**config.mk**
```make
export PLATFORM = sky130hd
export DESIGN_NAME = exception_sequencer
export DESIGN_NICKNAME = d
export VERILOG_FILES = /design/src/rtl/exception_sequencer.sv
export SDC_FILE = /design/constraint.sdc
export NUM_CORES = 1
export LEC_CHECK = 0
export CAP_MARGIN = 20
export CORE_MARGIN = 1
export CORE_UTILIZATION = 39
export CTS_BUF_LIST = sky130_fd_sc_hd__clkbuf_4 sky130_fd_sc_hd__clkbuf_8
export DETAILED_ROUTE_END_ITERATION = 7
export GPL_TIMING_DRIVEN = 1
export PLACE_DENSITY_LB_ADDON = 0.1
export SETUP_SLACK_MARGIN = 0.4
export SYNTH_ARGS = -nofsm -noshare
export SYNTH_HDL_FRONTEND = slang
export SYNTH_SLANG_ARGS = --single-unit
```
**constraint.sdc**
```tcl
create_clock -name clk -period 2.3 [get_ports clk]
set_input_delay 0.23 -clock clk [delete_from_list [all_inputs] [get_ports clk]]
set_output_delay 0.23 -clock clk [all_outputs]
set_load 0.005 [all_outputs]
```
**src/rtl/exception_sequencer.sv**
```systemverilog
// Exception-path sequencer: saves EPC and cause, fetches the handler vector byte
// from memory, then loads it into the PC through the EX mux.
//
// state  | meaning
// S_IDLE | waiting for a qualified exception; control unit owns the PC
// S_SAVE | EPC/cause just latched, epc_write pulse, vector read starts
// S_WAIT | vector read in flight, counting down MEM_LATENCY
// S_LOAD | PC loads the zero-extended vector, done pulse
module exception_sequencer #(
    parameter int unsigned MEM_LATENCY = 1,
    parameter int unsigned EPC_OFFSET  = 4,
    parameter int unsigned VEC_OPCODE  = 253,
    parameter int unsigned VEC_OVF     = 254,
    parameter int unsigned VEC_DIV0    = 255
) (
    input  logic        clk,
    input  logic        reset,
    input  logic        exc_check,
    input  logic        opcode_exc,
    input  logic        ovf_exc,
    input  logic        div0_exc,
    input  logic [31:0] pc_in,
    input  logic [31:0] mem_data_in,
    output logic [31:0] mem_addr,
    output logic        mem_read,
    output logic        ex_control,
    output logic        pc_write,
    output logic        epc_write,
    output logic [31:0] epc_out,
    output logic [1:0]  cause,
    output logic [31:0] exc_vector,
    output logic        busy,
    output logic        done
);

    typedef enum logic [1:0] {
        S_IDLE = 2'd0,
        S_SAVE = 2'd1,
        S_WAIT = 2'd2,
        S_LOAD = 2'd3
    } state_t;

    state_t      state_q, state_d;
    logic [2:0]  cnt_q, cnt_d;
    logic [31:0] epc_q, epc_d;
    logic [1:0]  cause_q, cause_d;
    logic [31:0] mem_addr_q, mem_addr_d;
    logic [31:0] vec_q, vec_d;
    logic        accept;

    // Only the low byte of the read word carries the handler address.
    logic unused_mem_hi;
    assign unused_mem_hi = ^mem_data_in[31:8];

    assign accept = exc_check && (opcode_exc || ovf_exc || div0_exc);

    always_comb begin
        state_d    = state_q;
        cnt_d      = cnt_q;
        epc_d      = epc_q;
        cause_d    = cause_q;
        mem_addr_d = mem_addr_q;
        vec_d      = vec_q;
        case (state_q)
            S_IDLE: begin
                if (accept) begin
                    epc_d   = pc_in - 32'(EPC_OFFSET);
                    state_d = S_SAVE;
                    if (opcode_exc) begin
                        cause_d    = 2'b01;
                        mem_addr_d = 32'(VEC_OPCODE);
                    end else if (ovf_exc) begin
                        cause_d    = 2'b10;
                        mem_addr_d = 32'(VEC_OVF);
                    end else begin
                        cause_d    = 2'b11;
                        mem_addr_d = 32'(VEC_DIV0);
                    end
                end
            end
            S_SAVE: begin
                cnt_d   = 3'(MEM_LATENCY);
                state_d = S_WAIT;
            end
            S_WAIT: begin
                // A count of 0 can only come from an out-of-range parameter; finish anyway.
                if (cnt_q <= 3'd1) begin
                    vec_d   = {24'b0, mem_data_in[7:0]};
                    state_d = S_LOAD;
                end else begin
                    cnt_d = cnt_q - 3'd1;
                end
            end
            S_LOAD: begin
                state_d = S_IDLE;
            end
            default: state_d = S_IDLE;
        endcase
    end

    always_ff @(posedge clk) begin
        if (reset) begin
            state_q    <= S_IDLE;
            cnt_q      <= 3'd0;
            epc_q      <= 32'd0;
            cause_q    <= 2'b00;
            mem_addr_q <= 32'd0;
            vec_q      <= 32'd0;
        end else begin
            state_q    <= state_d;
            cnt_q      <= cnt_d;
            epc_q      <= epc_d;
            cause_q    <= cause_d;
            mem_addr_q <= mem_addr_d;
            vec_q      <= vec_d;
        end
    end

    assign epc_write  = (state_q == S_SAVE);
    assign mem_read   = (state_q == S_SAVE) || (state_q == S_WAIT);
    assign busy       = (state_q != S_IDLE);
    assign ex_control = (state_q == S_LOAD);
    assign pc_write   = (state_q == S_LOAD);
    assign done       = (state_q == S_LOAD);
    assign epc_out    = epc_q;
    assign cause      = cause_q;
    assign mem_addr   = mem_addr_q;
    assign exc_vector = vec_q;

endmodule
```
### Yosys cells after proc, flatten, opt, wreduce, memory -nomap -nowiden

Cells that the tools add are included.
W data, S select, Z words.

* add/subtract/negate cells: 2
* $lt $le $gt $ge: 1
* muxes and demuxes: 9
* eq/ne operators: 6
* reductions and logical operators: 11

Operator list (number)
* $sub A32 B3 Y32 const B: 1
* $mux W2: 4
* $pmux W2 S4: 1
* $reduce_and A2 Y1: 4
* $ne A2 B2 Y1 const B: 3
* $pmux W3 S2: 1
* $eq A2 B2 Y1 const B: 2
* $reduce_bool A2 Y1: 2
* $le A3 B1 Y1 const B: 1
* $logic_or A1 B1 Y1: 3
* $mux W3: 1
* $sub A3 B1 Y3 const B: 1
* $eq A2 B1 Y1 const B: 1
* $logic_not A2 Y1: 1
* $mux W1: 2
* $logic_and A1 B1 Y1: 1

* input bits: 70
* logic and storage cells: 35
* register bits after elaboration: 79
* output and inout port bits: 104

### Longest topological paths before layout

* depth in word-level cells: 5
* depth in mapped cells: 7
* gate-level depth less buffers: 6

### Least setup slack after synthesis

OpenSTA, ideal clock, no wires.

* path kind: input to register
* from: input pc_in[2]
* to: register epc_q[26], in the netlist epc_out[26]
* required time: 2.209 ns
* stages: 7
* slack: 0.452 ns
* library setup time: 0.091 ns
* data arrival time: 1.757 ns
* buffers on the path: 1
* cells stage by stage: inv_1 > ha_1 > nor4b_4 > nand3_1 > buf_2 > or4_1 > a311oi_1

* longest elaborated chain between the ends: 1

Ends and longest elaborated chain
* start, declared: line 22 `input logic [31:0] pc_in,`
* $sub A32 B3 Y32: line 67 `epc_d = pc_in - 32'(EPC_OFFSET);`
* end signal, assigned: line 112 `epc_q <= epc_d;`
* end, declared: line 45 `logic [31:0] epc_q, epc_d;`

Every way passes these cells.
A chain may end at the register's enable or synchronous reset.

### Final worst setup path

* from: input pc_in[13]
* to: register epc_q[29], in the netlist epc_out[29]

Same word-level chain as after synthesis.

==> flow_metrics.tcl <==
set metrics [dict create \
    avgSynthCellArea_sq_um 8.49 \
    portBuffers 101 \
    row_count 30 \
    dp_hpwl_microns 5120 \
    cts_max_level 2 \
    worstReg2RegEnd "epc_out[29]" \
    synth_cell_type_count 40 \
    firstDrtPassIters 4 \
    netlist_instances 338 \
    grt_overflow 0 \
    hold_buffers 0 \
    numCtsBuffers 5 \
    wirelength_microns 7070 \
    period_share_pct 82.4 \
    grt_pass1_vias 2396 \
    synthArstFlopShare_pct 0 \
    drive_gt1_share_pct 15.3 \
    whs_path_depth 3 \
    status "finished clean" \
    ios 174 \
    irDropWorstVdd_v 0.000334 \
    grt_pass1_wl_microns 11100 \
    numClockSinks 48 \
    routed_via_density 4.91 \
    reg2reg_from "state_q[1]" \
    detail-route-antenna-nets 0 \
    antenna_found_initial 0 \
    skew_ps 3.04 \
    final_cell_mix "clkdlybuf4s50_1 (86), conb_1 (48), dfxtp_1 (47)" \
    finish.utilization_pct 60.1 \
    crit_required_ps 2500 \
    crit_family "simple AND/OR/NAND/NOR gates" \
    setup-violations-final 0 \
    place_congestion 0.812 \
    syn_area_sq_um 2870 \
    critPathLaunch "pc_in[13]" \
    crit_path_cell_trace "clkdlybuf4s50_1 > nor4_2 > nand3_1 > buf_4 > or4_1 > a311oi_1" \
    p_per_area_nw_per_um2 773 \
    die_area_sq_um 7710 \
    drcViolationCount 0 \
    worst_ep_arrival_time_ps 2090 \
    die_h_microns 87.8 \
    start_util_pct 41.3 \
    core-area_sq_um 6940 \
    fmax_mhz 528 \
    cp-end-kind "register" \
    synth_seq_cells 48 \
    critPathMaxStageDelay_ps 490 \
    worstMarginPinSlew_ps 976 \
    r2r.worst_path.cells 6 \
    finalNetCount 536 \
    grt_setup_unrepaired "yes" \
    worstHoldPathType "in2reg" \
    synth_edf_count 0 \
    register_area_sq_um 962 \
    clk-insertion-delay-late_ps 290 \
    hold_ws_ps 354 \
    ys.flop_type "dfxtp_1" \
    maxSlewHeadroom_pct 34.9 \
    leakagePower_nw 1.66 \
    crit_buf_inv 2 \
    start_kind "input port" \
    min_to "epc_out[20]" \
    die_w_microns 87.8 \
    cts_tree "yes" \
    grt_max_degree 64 \
    vias 2725 \
    path_class "in2reg" \
    final-max-slew-violation-count 0 \
    clk_transition_reported_paths_ps 90 \
    syn2layout_area_growth_pct 45.3 \
    hold_violations 0 \
    antenna_cells 0 \
    yosys_warnings 0 \
    clk_path_buf_depth 2 \
    ctsRootBufferMaster "clkbuf_8" \
    crit_fanout 8 \
    multi_input_area_sq_um 1650 \
    wl_per_cell_microns 12.7 \
    n_fill_cell 649 \
    period_minus_slack_ps 1890 \
    synth_seq_area_share_pct 33.5 \
    track_usage_pct 18.3 \
    rrSetupSlack_ps 620 \
    cap_viol_max_count 0 \
    final_common_cell "clkdlybuf4s50_1" \
    drtIter0Drc 75 \
    crit_slowest_cell "clkdlybuf4s50_1" \
    min-delay-start "pc_in[20]" \
]
## worst reg2reg max path: stages, from the launching register on
cell and delay (ps):
dfxtp_2 340, inv_1 100, ha_1 250, o311a_2 270
buf_12 270, nor2_1 80, a311oi_1 270
## Yosys cell counts (2+ instances only)
cell	number	area share (%)
buf_1	2	0.26
or4_1	14	3.7
mux2i_1	8	2.8
inv_1	9	1.2
nor2_1	45	5.9
xnor2_1	3	0.92
dfxtp_1	48	33
nand3b_1	6	1.6
nand2b_1	2	0.44
a21o_1	2	0.52
a311oi_1	19	5.8
a211oi_1	14	3.7
or2_2	3	0.65
nand2_1	13	1.7
clkbuf_1	11	1.4
buf_2	2	0.35
nand3_1	8	1.4
or3_1	8	1.7
xor2_1	6	1.8
nor3_1	8	1.4
buf_4	57	15
nand4_1	2	0.44
o31ai_1	13	3.4
o21ai_0	4	0.70
a21oi_1	5	0.87
ha_1	7	3.1
nor4_1	5	1.1
nand4b_1	2	0.61
## state kept, by name, indices dropped and copies added, names as in the netlist
register	flops
cause	1
epc_out	32
cnt_q	3
exc_vector	8
state_q	2
mem_addr	2
## worst max-delay path by stage
stage	endpoint	depth (start not counted)
after floorplan	epc_out[26]	7
after global placement	epc_out[30]	7
after detailed placement	epc_out[30]	7
after CTS	epc_out[29]	6
after global routing	epc_out[29]	6
final	epc_out[29]	6
## layout make-up
type,instances,area share (%)
clock buffers,6,1.83
clock inverters,1,0.120
inverters,9,0.810
multi-input cells,256,39.6
flip-flops and latches,48,23.1
well taps,96,2.88
repair buffers,139,31.7
## routing by layer
layer  part of all wire [%]  global-route usage [%]  vias to the layer above
li1                       -                       -                     1365
met1                     43                    23.2                     1249
met2                     50                    30.7                      103
met3                    5.8                    4.24                        8
met4                    1.2                    5.66                        0
met5                      0                       0                        -
## kinds of logic after synthesis
kind of cell    synth area share [%]
buf+inv                         18.1
flops                           33.5
xor+xnor                        2.75
other cells                    0.131
fa+ha+maj                       3.05
simple gates                    23.2
compound gates                  16.5
mux                             2.79
## timing repair
item / in CTS / in global routing
pin swaps: 4 / 6
gates resized for setup: 9 / 24
endpoints found under the setup margin: 11 / 14
buffers inserted: 4 / 3
## metrics by stage
| step | area [sq um] | setup TNS (ps) | instances | setup WS [ps] | power, mW |
|---|---|---|---|---|---|
| floorplan | 3050 | 0 | 385 | 452 | 1.99 |
| global placement | 3930 | 0 | 541 | 3.66 | 2.69 |
| detailed placement | 3930 | -107 | 541 | -43.6 | 2.72 |
| CTS | 4050 | 0 | 552 | 400 | 3.23 |
| global route | 4170 | 0 | 555 | 306 | 3.48 |
| finish | 4170 | 0 | 555 | 405 | 3.22 |
## power breakdown
group | internal, mW | switching (mW)
combinational | 0.865 | 0.668
clock | 0.219 | 0.277
sequential | 1.06 | 0.136
total | 2.14 | 1.08
Note: power is estimated with default switching activity, not from simulation.
